--- config.mk ---
export PLATFORM = sky130hd
export DESIGN_NAME = mips_mem_arbiter
export DESIGN_NICKNAME = d
export VERILOG_FILES = /design/src/rtl/mips_mem_arb_pkg.sv /design/src/rtl/mips_mem_arb_pick.sv /design/src/rtl/mips_mem_arbiter.sv
export SDC_FILE = /design/constraint.sdc
export NUM_CORES = 1
export LEC_CHECK = 0
export ABC_AREA = 1
export CORE_AREA = 2 2 105 107
export CTS_BUF_LIST = sky130_fd_sc_hd__clkbuf_4
export DETAILED_ROUTE_END_ITERATION = 7
export DIE_AREA = 0 0 107 109
export PLACE_DENSITY = 0.82
export SLEW_MARGIN = 20
export SYNTH_ARGS = -nofsm -noshare
export SYNTH_HDL_FRONTEND = slang
export SYNTH_HIERARCHICAL = 1
export SYNTH_SLANG_ARGS = --single-unit
export TNS_END_PERCENT = 5
--- constraint.sdc ---
create_clock -name clk1 -period 5.1 [get_ports clk1]
set_input_delay 0.765 -clock clk1 [delete_from_list [all_inputs] [get_ports clk1]]
set_output_delay 0.765 -clock clk1 [all_outputs]
set_load 0.01 [all_outputs]
--- src/rtl/mips_mem_arb_pkg.sv ---
// mips_mem_arb_pkg: shared types and counter widths for the unified-memory arbiter.
package mips_mem_arb_pkg;
    typedef enum logic {IDLE, ACCESS} state_t;
    typedef enum logic {OWN_IF, OWN_DM} owner_t;
    localparam int LAT_W = 4;
    localparam int STARVE_W = 4;
endpackage

--- src/rtl/mips_mem_arb_pick.sv ---
// mips_mem_arb_pick: combinational winner select; data wins unless fetch is starved.
module mips_mem_arb_pick
    import mips_mem_arb_pkg::*;
(
    input  logic if_req,
    input  logic dm_req,
    input  logic halted,
    input  logic starved,
    output logic valid,
    output logic owner
);
    logic if_ok;
    assign if_ok = if_req && !halted;
    assign valid = if_ok || dm_req;
    assign owner = (if_ok && (starved || !dm_req)) ? OWN_IF : OWN_DM;
endmodule

--- src/rtl/mips_mem_arbiter.sv ---
// mips_mem_arbiter: single-port memory arbiter between IF fetch and MEM load/store.
// Optional performance counters are enabled with `define MEM_ARB_PERF_EN.
module mips_mem_arbiter
    import mips_mem_arb_pkg::*;
#(
    parameter int AW = 32,
    parameter int DW = 32,
    parameter int MEM_LAT = 1,
    parameter int STARVE_MAX = 4
) (
    input  logic          clk1,
    input  logic          rst_n,
    input  logic          if_req,
    input  logic [AW-1:0] if_addr,
    output logic          if_gnt,
    output logic          if_rvalid,
    output logic [DW-1:0] if_rdata,
    input  logic          dm_req,
    input  logic          dm_we,
    input  logic [AW-1:0] dm_addr,
    input  logic [DW-1:0] dm_wdata,
    output logic          dm_gnt,
    output logic          dm_rvalid,
    output logic [DW-1:0] dm_rdata,
    output logic          mem_en,
    output logic          mem_we,
    output logic [AW-1:0] mem_addr,
    output logic [DW-1:0] mem_wdata,
    input  logic [DW-1:0] mem_rdata,
    input  logic          halted,
    output logic          busy,
    output logic          stall_if
`ifdef MEM_ARB_PERF_EN
    ,
    output logic [31:0]   perf_if_cnt,
    output logic [31:0]   perf_dm_cnt,
    output logic [31:0]   perf_conflict_cnt
`endif
);
    state_t state, state_nx;
    owner_t owner;
    logic [LAT_W-1:0] lat;
    logic [STARVE_W-1:0] starve;
    logic resp, arb, first, win, pick_valid, pick_own, pick_dm;

    assign resp = state == ACCESS && lat == LAT_W'(MEM_LAT);
    assign first = state == ACCESS && lat == '0;
    assign arb = state == IDLE || resp;
    assign win = arb && pick_valid;
    assign pick_dm = pick_own == OWN_DM;

    mips_mem_arb_pick u_pick (
        .if_req  (if_req),
        .dm_req  (dm_req),
        .halted  (halted),
        .starved (starve == STARVE_W'(STARVE_MAX)),
        .valid   (pick_valid),
        .owner   (pick_own)
    );

    always_comb begin
        state_nx = state;
        if (win)
            state_nx = ACCESS;
        else if (resp)
            state_nx = IDLE;
    end

    always_ff @(posedge clk1) begin
        if (!rst_n) begin
            state     <= IDLE;
            owner     <= OWN_IF;
            lat       <= '0;
            starve    <= '0;
            mem_we    <= 1'b0;
            mem_addr  <= '0;
            mem_wdata <= '0;
        end else begin
            state <= state_nx;
            lat   <= win ? '0 : (state == ACCESS ? lat + 1'b1 : lat);
            if (win) begin
                owner     <= owner_t'(pick_own);
                mem_we    <= pick_dm && dm_we;
                mem_addr  <= pick_dm ? dm_addr : if_addr;
                mem_wdata <= pick_dm ? dm_wdata : '0;
            end
            // halted freezes the starvation count; otherwise a lost eligible fetch counts up
            if (arb && !halted)
                starve <= (!if_req || !pick_dm) ? '0 :
                          (starve != STARVE_W'(STARVE_MAX) ? starve + 1'b1 : starve);
        end
    end

    assign mem_en    = first;
    assign busy      = state == ACCESS;
    assign if_gnt    = first && owner == OWN_IF;
    assign dm_gnt    = first && owner == OWN_DM;
    // rvalid is gated by reset so an access cut off by reset never responds
    assign if_rvalid = rst_n && resp && owner == OWN_IF;
    assign dm_rvalid = rst_n && resp && owner == OWN_DM;
    assign if_rdata  = if_rvalid ? mem_rdata : '0;
    assign dm_rdata  = (dm_rvalid && !mem_we) ? mem_rdata : '0;
    assign stall_if  = rst_n && if_req && !halted && !if_gnt;

`ifdef MEM_ARB_PERF_EN
    always_ff @(posedge clk1) begin
        if (!rst_n) begin
            perf_if_cnt       <= '0;
            perf_dm_cnt       <= '0;
            perf_conflict_cnt <= '0;
        end else begin
            if (win && !pick_dm && perf_if_cnt != '1)
                perf_if_cnt <= perf_if_cnt + 1'b1;
            if (win && pick_dm && perf_dm_cnt != '1)
                perf_dm_cnt <= perf_dm_cnt + 1'b1;
            if (arb && if_req && !halted && dm_req && perf_conflict_cnt != '1)
                perf_conflict_cnt <= perf_conflict_cnt + 1'b1;
        end
    end
`endif
endmodule

==> flow_summary.json <==
{
  "status": "finished clean",
  "grt_max_degree": 69,
  "worstMarginPinSlew_ps": 993,
  "placed_area_sq_um": 6430,
  "crit_fanout": 33,
  "path_class": "reg -> out",
  "synth_cell_types": 24,
  "ys_top_cells_by_area": "dfxtp_1 40%, nand2_1 15%, nor2_1 14%, nand3_1 9.6%, inv_1 5.4%",
  "route.met2.wl_um": 6650,
  "hold_viol": 0,
  "avgSynthCellArea_sq_um": 6.35,
  "cp_data_required_time_ps": 4340,
  "antenna_found_initial": 1,
  "max-vdd-ir-drop_mv": 0.141,
  "p_per_area_nw_per_um2": 221,
  "wl_met1_um": 4820,
  "cts-buffers-inserted": 9,
  "h-tree-depth": 3,
  "ys_ff_latch": 75,
  "hold_buffers": 0,
  "slew_violations": 0,
  "async_flop_share_pct": 0,
  "grt_usage_pct": 21.8,
  "drc": 0,
  "final_cell_mix": "268 x clkdlybuf4s50_1, 150 x nand2_1, 139 x nor2_1",
  "die_area_sq_um": 11700,
  "routed.top_layer": "met4",
  "rows": 38,
  "clk_path_buf_depth": 2,
  "start_kind": "register",
  "worstHoldStart": "mem_wdata[6]",
  "synth_fp_nets": 730,
  "start_util_pct": 35.4,
  "cap_violations": 0,
  "fin_area_sq_um": 6570,
  "critPathCaptureType": "primary output",
  "grt-ovfl-total": 0,
  "min_period_ps": 3530,
  "ys_seq_area_share_pct": 40.0,
  "pin_count": 270,
  "die_h_um": 109,
  "synth_top_area_share_pct": 40.0,
  "final_common_cell": "clkdlybuf4s50_1",
  "clkLatencyLatePin_ps": 410,
  "rsz0062_at_grt": "no",
  "synthFlopType": "dfxtp_1",
  "met3_length_um": 1260,
  "synthMuxAreaShare_pct": 0,
  "crit_arrival_ps": 2760,
  "fin_crit_sh_pct": 69.2,
  "drive_gt1_share_pct": 3.57,
  "synth-xor-area-share_pct": 0.467,
  "dp_slack_ps": 1670,
  "timing.rr.end": "mem_we",
  "yosysWarnings": 6,
  "synthCells": 591,
  "r2r_slack_ps": 2680,
  "synth_area_sq_um": 3750,
  "clk_pin_slew_ps": 120,
  "synth_edf_count": 0,
  "clock_sinks": 75,
  "slew_headroom_pct": 33.6,
  "grt_pass1_wl_um": 20100,
  "synthAdderAreaFrac_pct": 1.67,
  "synth_largest_area_cell": "dfxtp_1",
  "p_leak_nw": 2.96,
  "max_freq_ghz": 0.284,
  "dr.pass1.iters": 4,
  "synth_top_family_by_area": "simple AND/OR/NAND/NOR gates",
  "ctsResizeCount": 0,
  "wl_per_cell_um": 13.2,
  "final_antenna_net_count": 0,
  "cts_tree": "done",
  "port_buffers": 269,
  "via_per_inst": 4.54,
  "drt_iter0_markers": 230,
  "area_delta_synth_final_pct": 75.1,
  "crit_path_end": "if_rdata[14]",
  "num-nets-final": 975,
  "root_buffer": "clkbuf_4",
  "hold_path.class": "reg -> reg",
  "die_x_um": 107,
  "post-dp-hpwl_um": 9880,
  "gp_congestion": 0.778,
  "tns_ps": 0,
  "utilization_pct": 62.0,
  "startpoint": "lat[1]",
  "post-cts-setup-buffer-count": 0,
  "fin_ws_ps": 1570,
  "reg2regPathDepth": 8,
  "setup_viol": 0,
  "core_area_sq_um": 10600,
  "fin_skew_ps": 17.5,
  "wirelength_um": 13000,
  "synth_compound_area_share_pct": 5.74,
  "r2r-start": "lat[1]",
  "grt_pass1_vias": 4169,
  "synth-simple-area-share_pct": 40.9,
  "via_count": 4455
}
synthesized netlist by cell type (5+ instances only):
cell,count
nand2_1,150
nor2_1,139
dfxtp_1,75
nand3_1,72
inv_1,54
o21ai_0,21
clkbuf_1,16
o21ai_1,13
a21oi_1,9
buf_2,9
buf_6,5
ha_1,5
report_power, final:
part           total [W]  leakage, nW  internal [W]  switching, W
Combinational   0.000424         2.27      0.000228      0.000196
Sequential      0.000668        0.619      0.000639     0.0000287
Clock           0.000358       0.0717      0.000148      0.000211
per-stage QoR:
stage	hold WS, ps	power, W	instances
after floorplan	468	0.000863	591
after global placement	458	0.00110	965
after detailed placement	460	0.00111	965
after CTS	480	0.00147	981
after global routing	497	0.00153	982
final	477	0.00145	982
how the worst min path moves through the flow:
stage / to / depth (start not counted)
floorplan: lat[2] / 2
global placement: mem_wdata[1] / 2
detailed placement: mem_wdata[5] / 2
CTS: mem_wdata[5] / 2
global route: mem_wdata[7] / 2
finish: mem_wdata[6] / 2
routing by layer:
metal,global-route usage (%),vias up
met5,0,-
met4,7.42,0
met3,7.11,21
met2,42.2,190
met1,22.0,1938
li1,-,2306
cells by family after synthesis:
group,after synthesis
adders and majority gates,5
xor gates and xnor gates,2
and+or+nand+nor,371
AOI/OAI and AO/OA,43
buffers and inverters,95
DFF,75
area by class of cell:
class / instances / area, sq um
Inverter: 57 / 214
Sequential cell: 75 / 1500
Timing Repair Buffer: 272 / 2710
Clock buffer: 9 / 67.6
Fill cell: 1011 / 4030
Tap cell: 140 / 175
Clock inverter: 7 / 68.8
Multi-Input combinational cell: 421 / 1830
Antenna cell: 1 / 2.50
critical path, stage by stage (launching register included):
cell	delay, ps
dfxtp_1	330
inv_1	110
ha_1	170
nand2_2	110
nor3_1	160
nand2_1	580
nor2_1	310
clkdlybuf4s50_1	580
registers in the layout (all words and copies together), names as in the netlist:
name,flops
mem_addr,32
mem_wdata,32
lat,4
starve,4
busy,1
mem_we,1
owner,1
Power figures use the tool's default switching activity.
